`src/rtl/mul_div_sequencer_if.sv`:
```
// Request/result handshake plus the borrowed-ALU bus for mul_div_sequencer.
// slave = the sequencer, master = the datapath top that feeds it and owns the ALU.
interface mul_div_sequencer_if #(
  parameter int WIDTH = 32
);
  logic             startValid;
  logic             startReady;
  logic [1:0]       op;
  logic [WIDTH-1:0] opA;
  logic [WIDTH-1:0] opB;
  logic             resultValid;
  logic             resultReady;
  logic [WIDTH-1:0] result;
  logic             aluReq;
  logic [3:0]       aluSel;
  logic [WIDTH-1:0] aluIn1;
  logic [WIDTH-1:0] aluIn2;
  logic [WIDTH-1:0] aluResult;

  modport slave (
    input  startValid, op, opA, opB, resultReady, aluResult,
    output startReady, resultValid, result, aluReq, aluSel, aluIn1, aluIn2
  );

  modport master (
    output startValid, op, opA, opB, resultReady, aluResult,
    input  startReady, resultValid, result, aluReq, aluSel, aluIn1, aluIn2
  );
endinterface

```
`src/rtl/mul_div_sequencer.sv`:
```
// Multi-cycle unsigned MUL/MULHU/DIVU/REMU. Owns no adder: every iteration
// borrows the shared ALU (ADD for shift-add multiply, SUB for restoring divide).
// Registers are shared between the two algorithms:
//   acc = hi (mul) / rem (div), sh = lo (mul) / quo (div), dv = mc (mul) / dv (div).
module mul_div_sequencer #(
  parameter int         WIDTH   = 32,
  parameter logic [3:0] ALU_ADD = 4'b0010,
  parameter logic [3:0] ALU_SUB = 4'b0110
) (
  input logic                clk,
  input logic                rst_n,
  mul_div_sequencer_if.slave bus
);
  localparam int CW = (WIDTH > 1) ? $clog2(WIDTH) : 1;

  typedef enum logic [1:0] {IDLE, ITER, DONE} state_t;

  state_t           state, state_nxt;
  logic [CW-1:0]    cnt;
  logic [1:0]       op_q;
  logic [WIDTH-1:0] acc, sh, dv, res;
  logic [WIDTH-1:0] acc_nxt, sh_nxt, r1;
  logic             msb, carry, last;
  logic             div0;

  assign div0 = bus.op[1] & (bus.opB == '0);
  assign last = (cnt == CW'(WIDTH - 1));

  assign bus.startReady  = (state == IDLE);
  assign bus.resultValid = (state == DONE);
  assign bus.result      = res;

  // State register
  always_ff @(posedge clk) begin
    if (!rst_n) state <= IDLE;
    else        state <= state_nxt;
  end

  // Next state and ALU request; the ALU bus is quiet outside ITER
  always_comb begin
    state_nxt  = state;
    bus.aluReq = 1'b0;
    bus.aluSel = 4'b0000;
    bus.aluIn1 = '0;
    bus.aluIn2 = '0;
    case (state)
      IDLE: if (bus.startValid) state_nxt = div0 ? DONE : ITER;
      ITER: begin
        bus.aluReq = 1'b1;
        bus.aluSel = op_q[1] ? ALU_SUB : ALU_ADD;
        bus.aluIn1 = op_q[1] ? r1 : acc;
        bus.aluIn2 = dv;
        if (last) state_nxt = DONE;
      end
      DONE: if (bus.resultReady) state_nxt = IDLE;
      default: state_nxt = IDLE;
    endcase
  end

  // One iteration of either algorithm; carry/borrow are local compares only
  always_comb begin
    msb     = acc[WIDTH-1];
    r1      = {acc[WIDTH-2:0], sh[WIDTH-1]};
    carry   = (bus.aluResult < acc);
    acc_nxt = acc;
    sh_nxt  = sh;
    if (op_q[1]) begin
      if (msb | (r1 >= dv)) begin
        acc_nxt = bus.aluResult;
        sh_nxt  = {sh[WIDTH-2:0], 1'b1};
      end else begin
        acc_nxt = r1;
        sh_nxt  = {sh[WIDTH-2:0], 1'b0};
      end
    end else if (sh[0]) begin
      acc_nxt = {carry, bus.aluResult[WIDTH-1:1]};
      sh_nxt  = {bus.aluResult[0], sh[WIDTH-1:1]};
    end else begin
      acc_nxt = {1'b0, acc[WIDTH-1:1]};
      sh_nxt  = {acc[0], sh[WIDTH-1:1]};
    end
  end

  // Operand load, iteration update, result capture on entry to DONE
  always_ff @(posedge clk) begin
    if (!rst_n) begin
      cnt  <= '0;
      op_q <= '0;
      acc  <= '0;
      sh   <= '0;
      dv   <= '0;
      res  <= '0;
    end else begin
      case (state)
        IDLE: if (bus.startValid) begin
          op_q <= bus.op;
          cnt  <= '0;
          acc  <= '0;
          sh   <= bus.op[1] ? bus.opA : bus.opB;
          dv   <= bus.op[1] ? bus.opB : bus.opA;
          // RISC-V divide by zero: quotient all ones, remainder = dividend
          if (div0) res <= bus.op[0] ? bus.opA : '1;
        end
        ITER: begin
          acc <= acc_nxt;
          sh  <= sh_nxt;
          cnt <= cnt + CW'(1);
          if (last) res <= op_q[0] ? acc_nxt : sh_nxt;
        end
        DONE: if (bus.resultReady) res <= '0;
        default: ;
      endcase
    end
  end
endmodule

```
`src/flat_wrapper.sv`:
```
// flat-port wrapper written by rule: the top's interface ports become plain ports
module mul_div_sequencer_flat 
#(
  parameter int         WIDTH   = 32,
  parameter logic [3:0] ALU_ADD = 4'b0010,
  parameter logic [3:0] ALU_SUB = 4'b0110
)
  (clk, rst_n, bus_startValid, bus_op, bus_opA, bus_opB, bus_resultReady, bus_aluResult, bus_startReady, bus_resultValid, bus_result, bus_aluReq, bus_aluSel, bus_aluIn1, bus_aluIn2);
  mul_div_sequencer_if #(.WIDTH(WIDTH)) bus_i ();
  input logic clk;
  input logic rst_n;
  input wire logic [$bits(bus_i.startValid)-1:0] bus_startValid;
  input wire logic [$bits(bus_i.op)-1:0] bus_op;
  input wire logic [$bits(bus_i.opA)-1:0] bus_opA;
  input wire logic [$bits(bus_i.opB)-1:0] bus_opB;
  input wire logic [$bits(bus_i.resultReady)-1:0] bus_resultReady;
  input wire logic [$bits(bus_i.aluResult)-1:0] bus_aluResult;
  output wire logic [$bits(bus_i.startReady)-1:0] bus_startReady;
  output wire logic [$bits(bus_i.resultValid)-1:0] bus_resultValid;
  output wire logic [$bits(bus_i.result)-1:0] bus_result;
  output wire logic [$bits(bus_i.aluReq)-1:0] bus_aluReq;
  output wire logic [$bits(bus_i.aluSel)-1:0] bus_aluSel;
  output wire logic [$bits(bus_i.aluIn1)-1:0] bus_aluIn1;
  output wire logic [$bits(bus_i.aluIn2)-1:0] bus_aluIn2;
  assign bus_i.startValid = bus_startValid;
  assign bus_i.op = bus_op;
  assign bus_i.opA = bus_opA;
  assign bus_i.opB = bus_opB;
  assign bus_i.resultReady = bus_resultReady;
  assign bus_i.aluResult = bus_aluResult;
  assign bus_startReady = bus_i.startReady;
  assign bus_resultValid = bus_i.resultValid;
  assign bus_result = bus_i.result;
  assign bus_aluReq = bus_i.aluReq;
  assign bus_aluSel = bus_i.aluSel;
  assign bus_aluIn1 = bus_i.aluIn1;
  assign bus_aluIn2 = bus_i.aluIn2;
  mul_div_sequencer #(.WIDTH(WIDTH), .ALU_ADD(ALU_ADD), .ALU_SUB(ALU_SUB)) u_core (.clk(clk), .rst_n(rst_n), .bus(bus_i));
endmodule
```
`config.mk`:
```
export PLATFORM = sky130hd
export DESIGN_NAME = mul_div_sequencer_flat
export DESIGN_NICKNAME = d
export VERILOG_FILES = /design/src/rtl/mul_div_sequencer_if.sv /design/src/rtl/mul_div_sequencer.sv /design/src/flat_wrapper.sv
export SDC_FILE = /design/constraint.sdc
export NUM_CORES = 1
export LEC_CHECK = 0
export CAP_MARGIN = 20
export CORE_ASPECT_RATIO = 1.2
export CORE_UTILIZATION = 40
export CTS_BUF_LIST = sky130_fd_sc_hd__clkbuf_8
export DETAILED_ROUTE_END_ITERATION = 8
export GPL_TIMING_DRIVEN = 0
export PLACE_DENSITY = 0.67
export SETUP_SLACK_MARGIN = 0.15
export SLEW_MARGIN = 10
export SYNTH_ARGS = -nofsm -noshare
export SYNTH_HDL_FRONTEND = slang
export SYNTH_SLANG_ARGS = --single-unit
```
`constraint.sdc`:
```
create_clock -name clk -period 2.8 [get_ports clk]
set_input_delay 0.56 -clock clk [delete_from_list [all_inputs] [get_ports clk]]
set_output_delay 0.56 -clock clk [all_outputs]
set_load 0.005 [all_outputs]
```
==> results of run 1 <==
[kinds of logic (layout without fill, tap and decap cells)]
logic type,Yosys count,after routing,share of synthesized area [%]
buffers and inverters,193,471,7.55
DFF,137,137,26.2
AOI/OAI and AO/OA,416,416,28.9
muxes,102,102,9.76
adders and majority gates,68,68,8.12
other,1,3,0.0358
and+or+nand+nor,435,435,19.5
[worst max-delay path, cell delays in order (launching register included)]
cell	delay, ps
dfxtp_2	370
inv_4	50
ha_4	270
nand4_4	100
or4_4	550
or4_4	470
a31o_4	340
buf_6	160
buf_16	130
nand3_4	90
a31oi_4	90
o221a_2	270
[Yosys cell counts (21+ instances only)]
cell type,instances
a211oi_1,97
a21oi_1,53
o21a_1,33
o21ai_1,21
buf_1,22
ha_1,68
o221ai_1,30
and2_1,32
inv_1,71
a31oi_1,63
mux2i_1,101
o221a_2,24
nor2_1,154
nand2_1,109
o211ai_1,33
nand3_1,37
nor2b_1,66
dfxtp_1,137
clkbuf_1,85
[routing by layer]
| layer | wire, um | vias up | share of wire [%] | GRT usage (%) |
|---|---|---|---|---|
| met5 | 0 | - | 0 | 0 |
| met4 | 2300 | 0 | 5.1 | 18.3 |
| met3 | 3560 | 174 | 8.0 | 7.48 |
| met2 | 21400 | 628 | 48 | 54.6 |
| met1 | 17500 | 5697 | 39 | 38.7 |
| li1 | - | 5489 | - | - |
[per-stage QoR]
stage / hold slack, ps / std cells / util, % / setup slack (ps) / total power, mW
finish: 512 / 1962 / 58.9 / -198 / 11.0
CTS: 507 / 1953 / 58.4 / -117 / 10.5
detailed placement: 494 / 1884 / 50.4 / -889 / 7.87
global route: 519 / 1961 / 58.9 / -237 / 11.5
global placement: 485 / 1884 / 50.4 / -918 / 7.81
floorplan: 472 / 1353 / - / 145 / 5.90
[worst max path at each step]
stage | start | endpoint | slack (ps) | cells after the start
6_report | u_core.dv[15] | u_core.bus.result[17] | -200 | 11
5_1_grt | u_core.dv[10] | u_core.bus.result[17] | -240 | 11
3_5_place_dp | bus_opB[2] | u_core.bus.result[14] | -890 | 9
2_1_floorplan | u_core.dv[13] | u_core.bus.result[10] | 150 | 10
3_3_place_gp | u_core.op_q[1] | bus_aluIn1[19] | -920 | 6
4_1_cts | u_core.dv[14] | u_core.bus.result[13] | -120 | 11
[power by group through the flow]
stage	Clock [mW]	Sequential, mW	Combinational, mW
final	1.70	2.90	6.36
after CTS	1.65	2.87	5.98
after global placement	0	2.87	4.94
after floorplan	0	2.73	3.17
after detailed placement	0	2.87	5.01
after global routing	1.76	2.95	6.80
[final cells by class]
cell class / count / share of cell area [%]
multi-input cells: 1023 / 54.3
clock inverters: 15 / 0.945
diodes: 1 / 0.0166
well taps: 330 / 2.73
inverters: 73 / 1.89
plain buffers: 120 / 5.20
repair buffers: 246 / 14.9
clock buffers: 17 / 1.55
flip-flops and latches: 137 / 18.4
[registers in the layout, summed over array words and instances (netlist names)]
register	flops
u_core.acc	32
u_core.bus.result	32
u_core.dv	32
u_core.sh	32
u_core.cnt	5
u_core.op_q	2
u_core.state	2
[timing repair]
item,in CTS,in global routing
pin swaps,77,27
gates resized for setup,379,158
gates cloned,8,0
setup endpoints to repair,163,163
setup buffers,29,8
==> reports/results.ini, run 1 <==
[global_routing]
grt-ovfl-total = 0
grt_max_degree = 17
grt_pass1_vias = 11774
grt_usage_pct = 32.8
grt_pass1_wl_um = 66500
antenna_found_initial = 1

[power_and_ir_drop]
power_density_mw_per_mm2 = 727
p_clk_share_pct = 15.5
p_sw_mw = 5.26
swShare_pct = 47.9
irDropWorstVdd_uv = 323
intPower_mw = 5.71
p_leak_nw = 5.22
pwr-share-seq_pct = 26.5
combPwrFrac_pct = 58.0

[synth]
yosysTopAreaCellShare_pct = 26.2
yosys_most_used_dff = dfxtp_1
syn_inst = 1352
ys_types = 57
yosysWarnings = 0
synth_edf_count = 0
synth_largest_area_cell = dfxtp_1
syn-cell-area_mm2 = 0.0105
yosysSeqAreaShare_pct = 26.2
syn_area_per_cell_um2 = 7.75
synthTopCellsByArea = dfxtp_1 26%, mux2i_1 9.7%, ha_1 8.1%, a211oi_1 7.0%, nor2_1 5.5%
synthArstFlopShare_pct = 0
synth-seq-cells = 137

[floorplan]
die_height_um = 179
placementRows = 64
die_w_um = 150
core-area_mm2 = 0.0256
io_pins = 205
die-area_mm2 = 0.0268
start_util_pct = 40.9

[worst_setup_path]
r2r_end = u_core.bus.result[17]
reg2reg_slack_ps = -200
r2r_start = u_core.dv[15]
cp_data_required_time_ps = 3190
worst_setup_path_end_kind = flop
ff2ff_path_depth = 11
path_max_fanout = 8
start_kind = flop
crit_arrival_ps = 3390
critPathKind = reg -> reg

[cells_and_area]
final_area_mm2 = 0.0151
seq_area_mm2 = 0.00278
nNetsFinal = 1788
area_delta_synth_final_pct = 44.1
drive_gt1_share_pct = 23.9
layout_common_cells = 136 x clkdlybuf4s50_1, 128 x nor2_1, 117 x dfxtp_1
multi_input_area_mm2 = 0.00820
nFillCells = 2239
final_common_cell = clkdlybuf4s50_1

[min_path]
min_path_cells = 2
hold_end = u_core.dv[3]
hp-class = reg -> reg
min-delay-start = u_core.dv[3]

[timing]
maxSlewHeadroom_pct = 23.5
timing.final.hold_violations = 0
final.min_clock_period_ps = 3000
final.setup.tns_ps = -5650
skew_ps = 14.8
rsz0062_at_grt = yes
fin_ws_ps = -198
slew_violations = 0
fin_crit_sh_pct = 107
setup_viol = 60
max_slew.worst_pin.slew_ps = 1150
max_clock_freq_mhz = 334

[clock_network]
clk_pin_slew_ps = 90
clockBufferDepth = 2
cts_root_buffer = clkbuf_8
clkSinkCount = 137
cts_buffers = 17
cts_tree = done
htreeDepth = 4
clk_latency_ps = 500
holdBufCountCts = 0

[placement]
port_buffers = 201
place.gp.congestion = 0.961
dp.final_hpwl_um = 32800
placed_cell_area_mm2 = 0.0129

[route]
first_iter_violations = 1104
ant_nets = 0
via_count = 11988
firstDrtPassIters = 6
drt-total-wl_um = 44700
wire_per_inst_um = 22.8
drt-vias-per-instance = 6.11
drc = 0

[outcome]
violations = negative setup slack
status = complete, but fails checks

[job]
maxCapViolCount = 0

Power figures use the tool's default switching activity.
==> run 2, diff against run 1 <==
--- a/config.mk
+++ b/config.mk
@@ -13,6 +13,7 @@
 export GPL_TIMING_DRIVEN = 0
 export PLACE_DENSITY = 0.67
 export SETUP_SLACK_MARGIN = 0.15
+export SKIP_CTS_REPAIR_TIMING = 1
 export SLEW_MARGIN = 10
 export SYNTH_ARGS = -nofsm -noshare
 export SYNTH_HDL_FRONTEND = slang
==> reports/results.ini, run 2 (synthesis gave the netlist of run 1 again) <==
[cells_and_area]
nNetsFinal = 1769  ; -1.1%
layout_common_cells = 137 x clkdlybuf4s50_1, 127 x nor2_1, 118 x dfxtp_1
area_delta_synth_final_pct = 39.1
final_area_mm2 = 0.0146  ; -3.5%
diodes = 0  ; -1
nFillCells = 2375  ; +6.1%
final_common_cell = clkdlybuf4s50_1
drive_gt1_share_pct = 18.2  ; -5.7 points

[floorplan]
start_util_pct = 40.9  ; unchanged
placementRows = 64  ; unchanged
io_pins = 205  ; unchanged
die_w_um = 150  ; unchanged
die_height_um = 179  ; unchanged
core-area_mm2 = 0.0256  ; unchanged
die-area_mm2 = 0.0268  ; unchanged

[worst_setup_path]
start_kind = flop
worst_setup_path_end_kind = flop
crit_arrival_ps = 3370  ; -20 ps
critPathKind = reg -> reg
cp_data_required_time_ps = 3230  ; +40 ps
path_max_fanout = 10  ; +2

[timing]
final.min_clock_period_ps = 2940  ; -53.4 ps
final.setup.tns_ps = -3620  ; +2040 ps
rsz0062_at_grt = yes
slew_violations = 0  ; unchanged
max_slew.worst_pin.slew_ps = 855  ; -292 ps
setup_viol = 49  ; -18%
fin_ws_ps = -145  ; +53.4 ps
timing.final.hold_violations = 0  ; unchanged
maxSlewHeadroom_pct = 43.0  ; +19 points
fin_crit_sh_pct = 105  ; -1.9 points
max_clock_freq_mhz = 340  ; +1.8%
skew_ps = 12.1  ; -2.74 ps

[clock_network]
clk_latency_ps = 480  ; -20 ps
cts_tree = done
cts_root_buffer = clkbuf_8
clk_pin_slew_ps = 90  ; about the same
cts_buffers = 17  ; unchanged
clockBufferDepth = 2  ; unchanged
clkSinkCount = 137  ; unchanged
htreeDepth = 4  ; unchanged

[placement]
placed_cell_area_mm2 = 0.0129  ; unchanged
dp_slack_ps = -889  ; unchanged
place.gp.congestion = 0.961  ; unchanged
dp.final_hpwl_um = 32800  ; unchanged
port_buffers = 201  ; unchanged

[route]
drc = 0  ; unchanged
ant_nets = 0  ; unchanged
wire_per_inst_um = 22.2  ; -2.5%
via_count = 11763  ; -1.9%
drt-total-wl_um = 43100  ; -3.5%
first_iter_violations = 1103  ; -0.091%
firstDrtPassIters = 5  ; -1
drt-vias-per-instance = 6.06  ; -0.87%

[global_routing]
antenna_found_initial = 0  ; -1
grt-ovfl-total = 0  ; unchanged
grt_usage_pct = 30.5  ; -2.3 points
grt_pass1_vias = 10947  ; -7.0%
grt_pass1_wl_um = 62000  ; -6.8%
grt_max_degree = 17  ; unchanged

[min_path]
hp-class = reg -> reg

[power_and_ir_drop]
p_total_mw = 10.5  ; -4.1%
power_density_mw_per_mm2 = 722  ; -0.64%
p_leak_nw = 5.84  ; +12%
irDropWorstVdd_uv = 301  ; -6.8%

[outcome]
violations = negative setup slack
status = complete, but fails checks

[job]
maxCapViolCount = 0  ; unchanged

[run 2: layout make-up]
type | instances | area [um^2] | area share (%)
Tap cell | 330 | 413 | 2.83
Timing Repair Buffer | 228 | 2370 | 16.3
Buffer | 119 | 709 | 4.87
Inverter | 73 | 278 | 1.91
Clock buffer | 17 | 234 | 1.61
Multi-Input combinational cell | 1023 | 7640 | 52.5
Clock inverter | 15 | 143 | 0.979
Sequential cell | 137 | 2770 | 19.0
[run 2: final timing paths]
kind	from	endpoint	slack, ps	cells after the start
min	u_core.dv[18]	u_core.dv[18]	510	2
max reg2reg	u_core.acc[28]	u_core.bus.result[21]	-140	9
min reg2reg	u_core.dv[18]	u_core.dv[18]	510	2
max	u_core.acc[28]	u_core.bus.result[21]	-140	9
[run 2: critical path, cell delays in order, from the launching register on]
cell and delay (ps):
dfxtp_1 490, ha_1 300, a21o_1 180, a21o_1 180, a221oi_2 320, o21a_1 350
buf_2 380, nand3_1 170, a31oi_2 300, o221a_2 220
[run 2: power breakdown]
group / switching [mW] / internal [mW]
Clock: 0.953 / 0.723
Sequential: 0.456 / 2.44
Combinational: 3.59 / 2.36
[run 2: metal layers]
metal	vias up	wire length (um)	track usage [%]
met5	-	0	0
met4	0	1890	15.3
met3	109	3050	4.55
met2	579	20600	50.9
met1	5633	17600	37.9
li1	5442	-	-
[run 2: per-stage QoR]
step	std cells	hold WS, ps	util (%)
finish	1942	512	56.8
global route	1942	518	56.8
CTS	1916	507	51.8
global placement	1884	485	50.4
detailed placement	1884	494	50.4
floorplan	1353	472	-
==> run 3, diff against run 2 <==
--- a/config.mk
+++ b/config.mk
@@ -10,6 +10,7 @@
 export CORE_UTILIZATION = 40
 export CTS_BUF_LIST = sky130_fd_sc_hd__clkbuf_8
 export DETAILED_ROUTE_END_ITERATION = 8
+export GPL_ROUTABILITY_DRIVEN = 0
 export GPL_TIMING_DRIVEN = 0
 export PLACE_DENSITY = 0.67
 export SETUP_SLACK_MARGIN = 0.15
==> reports/results.ini, run 3 (synthesis gave the netlist of run 1 again) <==
[outcome]
status = complete, but fails checks
violations = negative setup slack

[placement]
placed_cell_area_mm2 = 0.0129  ; unchanged
placed_cells = 1884  ; unchanged
port_buffers = 201  ; unchanged
dp_slack_ps = -975  ; -85.1 ps
dp.final_hpwl_um = 32300  ; -1.4%

[clock_network]
cts_root_buffer = clkbuf_8
clkSinkCount = 137  ; unchanged
cts_tree = done
clockBufferDepth = 2  ; unchanged
htreeDepth = 4  ; unchanged
cts_buffers = 17  ; unchanged
clk_pin_slew_ps = 80  ; about the same
clk_latency_ps = 500  ; +20 ps

[worst_setup_path]
start_kind = flop
path_buf_inv = 1  ; unchanged
crit_path_end = u_core.bus.result[9]
r2r_start = u_core.acc[9]
path_max_fanout = 10  ; unchanged
ff2ff_path_depth = 9  ; unchanged
worst_setup_path_end_kind = flop
crit_start = u_core.acc[9]
path_cells = ha_4 > nand4_1 > or4_4 > or4_4 > a31o_4 > buf_6 > nand3_2 > a31oi_4 > o221a_2
crit_path_max_incr_delay_ps = 590  ; +100 ps
crit_family = simple AND/OR/NAND/NOR gates
crit_arrival_ps = 3420  ; +50 ps
crit_cells = 9  ; unchanged
slowest_stage = or4_4
crit_top_cell = or4_4
reg2reg_slack_ps = -250  ; -100 ps
critPathKind = reg -> reg
cp_data_required_time_ps = 3170  ; -60 ps
r2r_end = u_core.bus.result[9]

[timing]
max_slew.worst_pin.slew_ps = 848  ; -6.83 ps
skew_ps = 23.2  ; +11.1 ps
fin_hold_ws_ps = 509  ; -2.34 ps
rsz0062_at_grt = yes
slew_violations = 0  ; unchanged
fin_ws_ps = -246  ; -101 ps
final.min_clock_period_ps = 3050  ; +101 ps
setup_viol = 74  ; +51%
max_clock_freq_mhz = 328  ; -3.3%
maxSlewHeadroom_pct = 43.5  ; +0.46 points
fin_crit_sh_pct = 109  ; +3.6 points
timing.final.hold_violations = 0  ; unchanged

[cells_and_area]
utilization_pct = 55.8  ; -1.0 points
area_delta_synth_final_pct = 36.6
drive_gt1_share_pct = 14.9  ; -3.3 points
nNetsFinal = 1754  ; -0.85%
final_common_cell = clkdlybuf4s50_1
layout_common_cells = 146 x clkdlybuf4s50_1, 141 x nor2_1, 118 x dfxtp_1
fin_cells = 1928  ; -0.72%
final_area_mm2 = 0.0143  ; -1.8%

[power_and_ir_drop]
combPwrFrac_pct = 54.9  ; -1.7 points
p_clk_share_pct = 16.7  ; +0.8 points
swShare_pct = 46.7  ; -0.79 points
power_density_mw_per_mm2 = 716  ; -0.93%
p_sw_mw = 4.78  ; -4.3%
pwr-share-seq_pct = 28.4  ; +0.9 points
irDropWorstVdd_uv = 348  ; +16%
p_leak_nw = 5.76  ; -1.4%
intPower_mw = 5.45  ; -1.3%

[floorplan]
start_util_pct = 40.9  ; unchanged
die_height_um = 179  ; unchanged
die-area_mm2 = 0.0268  ; unchanged
core-area_mm2 = 0.0256  ; unchanged
io_pins = 205  ; unchanged
placementRows = 64  ; unchanged
die_w_um = 150  ; unchanged

[global_routing]
grt_usage_pct = 30.3  ; -0.20 points
grt-ovfl-total = 0  ; unchanged
antenna_found_initial = 2  ; +2
grt_pass1_vias = 11095  ; +1.4%
grt_max_degree = 17  ; unchanged
grt_pass1_wl_um = 61400  ; -0.98%

[route]
firstDrtPassIters = 6  ; +1
drt-total-wl_um = 42200  ; -2.2%
ant_nets = 0  ; unchanged
via_count = 11656  ; -0.91%
wire_per_inst_um = 21.9  ; -1.4%
drc = 0  ; unchanged
drt-vias-per-instance = 6.05  ; -0.19%
first_iter_violations = 1229  ; +11%

[job]
maxCapViolCount = 0  ; unchanged

[min_path]
hp-class = reg -> reg

## run 3: cell types whose count changed in the layout (fill, tap and decap cells not counted), moves of 6 or more
cell	delta
nand3_2	-6
nand3_1	+9
buf_6	-7
nor2_4	-10
nor2_1	+14
clkdlybuf4s50_1	+9
## run 3: layout make-up
| cell class | instances | area, um^2 |
|---|---|---|
| clock inverter | 14 | 145 |
| multi-input combinational | 1023 | 7510 |
| inverter | 73 | 278 |
| clock buffer | 18 | 248 |
| fill | 2375 | 11300 |
| buffer | 120 | 682 |
| timing repair buffer | 212 | 2250 |
| tap | 330 | 413 |
| sequential | 137 | 2770 |
| antenna | 1 | 2.50 |
## run 3: metrics by stage
stage	setup TNS [ps]	power, mW
after detailed placement	-82090	7.86
final	-11770	10.2
after floorplan	0	5.90
after CTS	-93120	9.55
after global placement	-78360	7.79
after global routing	-13760	10.8
## run 3: worst min path at each step
stage	from	to	slack, ps	cells after the start
2_1_floorplan	u_core.cnt[4]	u_core.cnt[4]	470	2
4_1_cts	u_core.dv[2]	u_core.dv[2]	510	2
5_1_grt	u_core.dv[6]	u_core.dv[6]	530	2
6_report	u_core.dv[6]	u_core.dv[6]	510	2
3_3_place_gp	u_core.dv[7]	u_core.dv[7]	480	2
3_5_place_dp	u_core.dv[3]	u_core.dv[3]	500	2
## run 3: per-layer routing
metal / track usage [%] / routed length [um] / up-vias
met1: 37.2 / 16800 / 5493
met4: 12.6 / 1600 / 0
met3: 6.21 / 3560 / 124
met5: 0 / 0 / -
met2: 51.0 / 20200 / 628
li1: - / - / 5411
## run 3: power by group through the flow
stage / Clock [mW] / Sequential (mW) / Combinational, mW
after floorplan: 0 / 2.73 / 3.17
after global placement: 0 / 2.89 / 4.90
after detailed placement: 0 / 2.88 / 4.98
after CTS: 1.70 / 2.85 / 5.00
after global routing: 1.78 / 2.95 / 6.03
final: 1.71 / 2.91 / 5.62
## run 3: worst register-to-register path: cells and delay by family, from the launching register on
family                   cells  cell delay (ps)
AND/OR/NAND/NOR              4             1380
AO/OA/AOI/OAI                3              710
flip-flops                   1              390
adder cells (fa/ha/maj)      1              290
buffers and inverters        1              170
